File: src/rtl/tt_um_serial_tx.sv
// Parallel-to-serial transmitter. It captures one word on a valid/ready handshake and shifts it out
// at a programmable bit period, with strobes that drive a downstream universal shift register.
module tt_um_serial_tx #(
    parameter int N = 8
) (
    input  logic                 CLOCK,
    input  logic                 RESET,
    input  logic                 ENABLE,
    input  logic [N-1:0]         D,
    input  logic                 DIR,
    input  logic [3:0]           BAUD_DIV,
    input  logic                 LOAD_VALID,
    output logic                 LOAD_READY,
    output logic                 S_OUT,
    output logic                 SHIFT_EN,
    output logic [1:0]           RX_CTRL,
    output logic                 BUSY,
    output logic                 DONE,
    output logic [$clog2(N)-1:0] BIT_CNT
);

    localparam int CW = $clog2(N);
    localparam logic [CW-1:0] LAST = CW'(N - 1);

    typedef enum logic {
        IDLE  = 1'b0,
        SHIFT = 1'b1
    } state_t;

    state_t state, state_next;

    logic [N-1:0]  word_q;
    logic          dir_q;
    logic [3:0]    baud_q;
    logic [3:0]    timer;
    logic [CW-1:0] bit_cnt;
    logic          done_q;

    logic          load_ready;
    logic          shift_en;
    logic          s_out;
    logic          busy;
    logic          handshake;
    logic          last_bit;
    logic [CW-1:0] bit_idx;

    assign handshake = LOAD_VALID && load_ready;
    assign last_bit  = shift_en && (bit_cnt == LAST);
    assign bit_idx   = dir_q ? bit_cnt : LAST - bit_cnt;

    // NOTE: reset is sampled only on CLOCK edges and wins over ENABLE, so it lives outside the enable branch.
    always_ff @(posedge CLOCK) begin
        if (RESET) begin
            state <= IDLE;
        end else if (ENABLE) begin
            state <= state_next;
        end
    end

    // NOTE: every output of a combinational block gets a default first, so no path leaves a latch behind.
    always_comb begin
        state_next = state;
        case (state)
            IDLE:    if (handshake) state_next = SHIFT;
            SHIFT:   if (last_bit)  state_next = IDLE;
            default: state_next = IDLE;
        endcase
    end

    always_comb begin
        load_ready = 1'b0;
        shift_en   = 1'b0;
        s_out      = 1'b0;
        busy       = 1'b0;
        case (state)
            IDLE: load_ready = ENABLE;
            SHIFT: begin
                busy     = 1'b1;
                s_out    = word_q[bit_idx];
                shift_en = ENABLE && (timer == baud_q);
            end
            default: ;
        endcase
    end

    // NOTE: registered state uses non-blocking assignments, so every update sees the values from before the edge.
    always_ff @(posedge CLOCK) begin
        if (RESET) begin
            word_q  <= '0;
            dir_q   <= 1'b0;
            baud_q  <= '0;
            timer   <= '0;
            bit_cnt <= '0;
            done_q  <= 1'b0;
        end else if (ENABLE) begin
            done_q <= last_bit;
            if (handshake) begin
                word_q  <= D;
                dir_q   <= DIR;
                baud_q  <= BAUD_DIV;
                timer   <= '0;
                bit_cnt <= '0;
            end else if (state == SHIFT) begin
                if (timer == baud_q) begin
                    timer   <= '0;
                    bit_cnt <= (bit_cnt == LAST) ? '0 : bit_cnt + CW'(1);
                end else begin
                    timer <= timer + 4'd1;
                end
            end
        end
    end

    // The receiver shifts left (01) for MSB-first frames and right (11) for LSB-first frames.
    assign RX_CTRL    = shift_en ? {dir_q, 1'b1} : 2'b00;
    assign LOAD_READY = load_ready;
    assign SHIFT_EN   = shift_en;
    assign S_OUT      = s_out;
    assign BUSY       = busy;
    assign DONE       = done_q && ENABLE;
    assign BIT_CNT    = bit_cnt;

endmodule

File: config.mk
export PLATFORM = sky130hd
export DESIGN_NAME = tt_um_serial_tx
export DESIGN_NICKNAME = d
export VERILOG_FILES = /design/src/rtl/tt_um_serial_tx.sv
export SDC_FILE = /design/constraint.sdc
export NUM_CORES = 1
export LEC_CHECK = 0
export CAP_MARGIN = 15
export CORE_MARGIN = 2
export CORE_UTILIZATION = 35
export CTS_CLUSTER_SIZE = 12
export DETAILED_ROUTE_END_ITERATION = 8
export GPL_ROUTABILITY_DRIVEN = 0
export SLEW_MARGIN = 40
export SYNTH_ARGS = -nofsm -noshare
export SYNTH_HDL_FRONTEND = slang
export SYNTH_SLANG_ARGS = --single-unit
File: constraint.sdc
create_clock -name CLOCK -period 2 [get_ports CLOCK]
set_input_delay 0.6 -clock CLOCK [delete_from_list [all_inputs] [get_ports CLOCK]]
set_output_delay 0.6 -clock CLOCK [all_outputs]
set_load 0.05 [all_outputs]
# --- Word level (Yosys, flattened, before mapping) ---
# Cells that the tools add are included.
totals:
  reg_bits: 22
  output_inout_bits: 10
  wordCells: 41
op_classes:
  add_sub_neg: 3
  magnitude_cmp: 1
  n_eq_ne: 2
  muxes: 18
  n_bitwise: 1
  reduce_logical: 9
op_table:
  columns: ["operator", "n"]
  rows:
  - ["two-way mux 3 bit", 5]
  - ["two-way mux 4 bit", 3]
  - ["two-way mux 1 bit", 7]
  - ["adder 4 x 1 -> 4 bit (second input constant)", 1]
  - ["== test 4 bit", 1]
  - ["logical AND 1 bit", 4]
  - ["less-than comparator 3 x 4 -> 1 bit (second input constant)", 1]
  - ["AND reduction 2 bit", 2]
  - ["nonzero test 2 bit", 2]
  - ["adder 3 x 1 -> 3 bit (second input constant)", 1]
  - ["binary-select mux 1 bit (select 3 bit)", 1]
  - ["== test 3 bit (second input constant)", 1]
  - ["AND reduction 3 bit", 1]
  - ["subtractor 3 bit (first input constant)", 1]
  - ["two-way mux 2 bit", 1]
  - ["case mux 1 bit (2 select lines)", 1]
  - ["NOT 1 bit", 1]

# --- Depth between registers and ports, before layout ---
# Gate-level depths: netlist of the first run.
logic_depth:
  depth_word: 6
  depth_mapped: 5
  depth_no_buf: 4

# --- Worst setup path after synthesis of the first run ---
# OpenSTA, ideal clock, no wires.
synth_path:
  path_type: "flip-flop to output port"
  from: "reg bit_cnt[1], in the netlist BIT_CNT[1]"
  to: "out S_OUT"
  arrival_ns: 2.523
  required_ns: 1.400
  slack_ns: -1.123
  stages_incl_launch_ff: 6
  path_buffers: 1
  cell_sequence: "dfxtp_1 buf_4 mux2i_1 nor3b_1 a221oi_1 a221oi_1"
synth_via:
  elab_chain_len: 5
synth_lines:
  columns: ["item", "line_no", "text"]
  rows:
  - ["from (decl)", "36", "logic [CW-1:0] bit_cnt;"]
  - ["from (signal assigned)", "106", "bit_cnt <= (bit_cnt == LAST) ? '0 : bit_cnt + CW'(1);"]
  - ["subtractor 3 bit", "49", "assign bit_idx = dir_q ? bit_cnt : LAST - bit_cnt;"]
  - ["two-way mux 3 bit (*)", "49", null]
  - ["binary-select mux 1 bit (select 3 bit) (*)", "79", "s_out = word_q[bit_idx];"]
  - ["two-way mux 1 bit (not written as such) (*)", "79", null]
  - ["two-way mux 1 bit (*)", "75", "case (state)"]
  - ["to (decl)", "14", "output logic S_OUT,"]
# Every way passes the cells marked *; elsewhere a longest branch is shown, timed or not. The select of a mux whose other input is x is not followed.

# --- Final worst setup path of the first run ---
layout_path:
  from: "reg bit_cnt[0], in the netlist BIT_CNT[0]"
  to: "out S_OUT"
# Same word-level chain as after synthesis.

==> qor.txt, run 1 <==
CP max-delay cell: sky130_fd_sc_hd__or3b_4
leakage component of the power: 0.642 nW
final count of negative-setup-slack endpoints: 2
Vert. Die Dim: 60.7 um
Logic pwr share: 24.9%
Yosys reg bits: 22
Yosys warning count: 0
post-place setup slack: -0.240 ns
largest fanout on the critical path: 4
P_sw: 0.000247 W
post-layout worst setup margin: -0.282 ns
Worst Path Required: 1.40 ns
cell types with the highest counts after synthesis: sky130_fd_sc_hd__nand2_1 (34), sky130_fd_sc_hd__dfxtp_1 (22), sky130_fd_sc_hd__a21oi_1 (18)
Synth top area share: 39.2%
total global routing overflow: 0
clock tree from TritonCTS: yes
count of final hold-check violations: 0
Routed wire per std cell: 13.0 um
most frequently used flop master after synthesis: sky130_fd_sc_hd__dfxtp_1
overall die width: 60.7 um
capturing element type of the critical path: primary output
worst path arrival time: 1.68 ns
area of the die: 3680 um2
async set or reset register ratio after synthesis: 0%
Worst path max stage delay: 0.39 ns
final cell utilization of the core: 58.5%
Clock Sink Count: 22
Clock Latency Late Sink: 0.29 ns
clock transition time at the flip-flop clock pins of the worst setup and hold paths: 0.11 ns
worst min-delay path class: reg2reg
largest net degree at the start of global routing: 14
family with the most delay on the worst path: compound AO/OA/AOI/OAI gates
Hold WS: 0.480 ns
Max Clock Freq: 0.438 GHz
layout-stage area growth over the synthesis result: 58.9%
ant diodes: 0
post-route DRC violation count: 0
layout cells sized above 1: 32.0%
number of cells on the worst reg-to-reg path: 5
count of final max-slew check failures: 0
via count of the first global-routing pass: 1074
fill cell instance count of the final layout: 287
area of the core: 3050 um2
Post-Synthesis Cells: 142
aggregate global-route resource usage: 17.0%
failing checks: setup timing
cell depth of the worst setup path: 5
clock tree root driver cell: sky130_fd_sc_hd__clkbuf_4
status: finished with violations
final antenna-violating net count: 0
worst-case vdd ir drop: 0.475 mV
CP Cell Sequence: or3b_4 -> o21ai_2 -> a211oi_2 -> a221oi_4 -> buf_12
multi-input combinational cell area: 781 um2
overall via count from detail_route: 1123
number of synthesized flops with an enable pin: 0
most frequently used cell type in the post-synthesis netlist: sky130_fd_sc_hd__nand2_1
Sequential Area: 468 um2
crit path time final: 2.28 ns
cell depth of the worst min-delay path: 2
Vias/cell: 4.99
maxcap violations: 0
Area contributors post-synth: sky130_fd_sc_hd__dfxtp_1 (39%), sky130_fd_sc_hd__nand2_1 (11%), sky130_fd_sc_hd__a21oi_1 (8.0%)
synth unique cells: 34
router iterations before antenna repair: 4
unrepaired setup endpoints after global routing: yes
sequential cell fraction of total power: 53.0%
level count of the clock H-tree: 1
final-layout setup total negative slack: -0.334 ns
internal power consumption: 0.000633 W
Post-Synthesis Net Count: 162
average footprint of a synthesized cell: 7.91 um2
leading area contributor after synthesis: sky130_fd_sc_hd__dfxtp_1
sequential cell area fraction in the yosys report: 39.2%
Starting Density: 36.8%
Worst Path Class, Setup: reg2out
share of total power in the clock network: 22.1%
Post-Syn Area: 1120 um2
power density relative to cell area: 493 nW/um2
count of routing violations after the opening detailed-route iteration: 48
initial antenna violation count: 0
Worst slew margin: 77.7%
buffering stage count on the worst path with inverters included: 1
Port Buffers: 26
post-DP HPWL: 2.19 mm
wire length of the first global-routing pass: 4.71 mm
Critical Path Source Type: flip-flop
post-route clock skew: 0.00502 ns
switching power as a share of total power: 28.1%
number of I/O pins: 27
Num CTS Buffers: 3
# rows: 20
worst slew pin tran: 0.335 ns
Tcrit/Tclk final: 114%
Routed Wire Length: 2.92 mm
final net count: 203
worst-case clock buffer depth: 2
[power groups by stage]
stage / Combinational (W) / Sequential (W) / Clock, W
after CTS: 0.000207 / 0.000466 / 0.000206
after global placement: 0.000192 / 0.000474 / 0
after floorplan: 0.0000914 / 0.000480 / 0
after global routing: 0.000234 / 0.000470 / 0.000223
final: 0.000219 / 0.000466 / 0.000195
after detailed placement: 0.000195 / 0.000475 / 0
[through the flow]
| stage | instances | power, W | cell area (um2) |
|---|---|---|---|
| after CTS | 225 | 0.000878 | 1710 |
| after detailed placement | 219 | 0.000670 | 1600 |
| after floorplan | 142 | 0.000571 | 1160 |
| after global routing | 225 | 0.000926 | 1790 |
| final | 225 | 0.000880 | 1790 |
| after global placement | 219 | 0.000666 | 1600 |
[path summary, 6_finish.rpt]
path | from | endpoint | slack, ns
hold / removal | done_q | done_q | 0.48
setup / recovery | BIT_CNT[0] | S_OUT | -0.28
setup reg to reg | BIT_CNT[0] | BIT_CNT[0] | 0.36
hold reg to reg | done_q | done_q | 0.48
[worst register-to-register path, delay by kind of cell, from the launching register on]
family                   cells  cell delay (ns)
AO/OA/AOI/OAI                1             0.13
adder cells (fa/ha/maj)      2             0.42
flip-flops                   1             0.38
AND/OR/NAND/NOR              1             0.51
buffers and inverters        1             0.14
[cells in the final DEF, fill, tap and decap left out, types with 4 or more instances in the layout]
cell and instances:
sky130_fd_sc_hd__xnor2_4 4, sky130_fd_sc_hd__buf_4 20, sky130_fd_sc_hd__nand3b_1 4, sky130_fd_sc_hd__mux2i_1 4, sky130_fd_sc_hd__nand3_1 6, sky130_fd_sc_hd__nand2_1 33, sky130_fd_sc_hd__dfxtp_1 10, sky130_fd_sc_hd__a21oi_1 18
sky130_fd_sc_hd__dfxtp_2 7, sky130_fd_sc_hd__dfxtp_4 5, sky130_fd_sc_hd__clkdlybuf4s50_1 15, sky130_fd_sc_hd__nor2_1 4, sky130_fd_sc_hd__buf_12 6, sky130_fd_sc_hd__o21ai_0 4
[repair_timing]
| action | in CTS | in global routing |
|---|---|---|
| setup endpoints to repair | 6 | 4 |
| hold buffers | 0 | 0 |
| resized for setup | 21 | 14 |
| pin swaps | 8 | 7 |
| hold endpoints to repair | 0 | 0 |
| buffers inserted | 4 | 0 |
[kinds of logic (layout without fill, tap and decap cells)]
family	count (synthesis)	in the layout	synth area share, %
AND/OR/NAND/NOR	67	67	29.5
AO/OA/AOI/OAI	31	31	15.8
flip-flops	22	22	39.2
buffers and inverters	9	48	3.90
XOR/XNOR	6	6	4.68
multiplexers	4	4	3.56
adder cells (fa/ha/maj)	3	3	3.34
[cell type report]
cell class / instances / area share [%]
Tap cell: 44 / 3.08
Multi-Input combinational cell: 111 / 43.7
Clock buffer: 3 / 1.26
Sequential cell: 22 / 26.2
Timing Repair Buffer: 44 / 25.5
Inverter: 1 / 0.210
[sequential cells by signal, indices dropped and copies added (netlist names)]
name,count
word_q,8
baud_q,4
timer,4
BIT_CNT,3
dir_q,1
done_q,1
state,1
[routing by layer]
metal / vias up / track usage [%] / part of all wire [%]
li1: 578 / - / -
met1: 527 / 21.6 / 45
met2: 16 / 30.0 / 52
met3: 2 / 3.20 / 2.4
met4: 0 / 4.04 / 0.62
met5: - / 0 / 0
Note: power is estimated with default switching activity, not from simulation.
==> run 2, diff against run 1 <==
--- a/config.mk
+++ b/config.mk
@@ -5,10 +5,11 @@
 export SDC_FILE = /design/constraint.sdc
 export NUM_CORES = 1
 export LEC_CHECK = 0
-export CAP_MARGIN = 15
+export ABC_CLOCK_PERIOD_IN_PS = 2000
+export CAP_MARGIN = 25
 export CORE_MARGIN = 2
 export CORE_UTILIZATION = 35
-export CTS_CLUSTER_SIZE = 12
+export CTS_CLUSTER_SIZE = 30
 export DETAILED_ROUTE_END_ITERATION = 8
 export GPL_ROUTABILITY_DRIVEN = 0
 export SLEW_MARGIN = 40
==> results of run 2 <==
No change in the layout: final DEF, timing and power equal those of run 1.
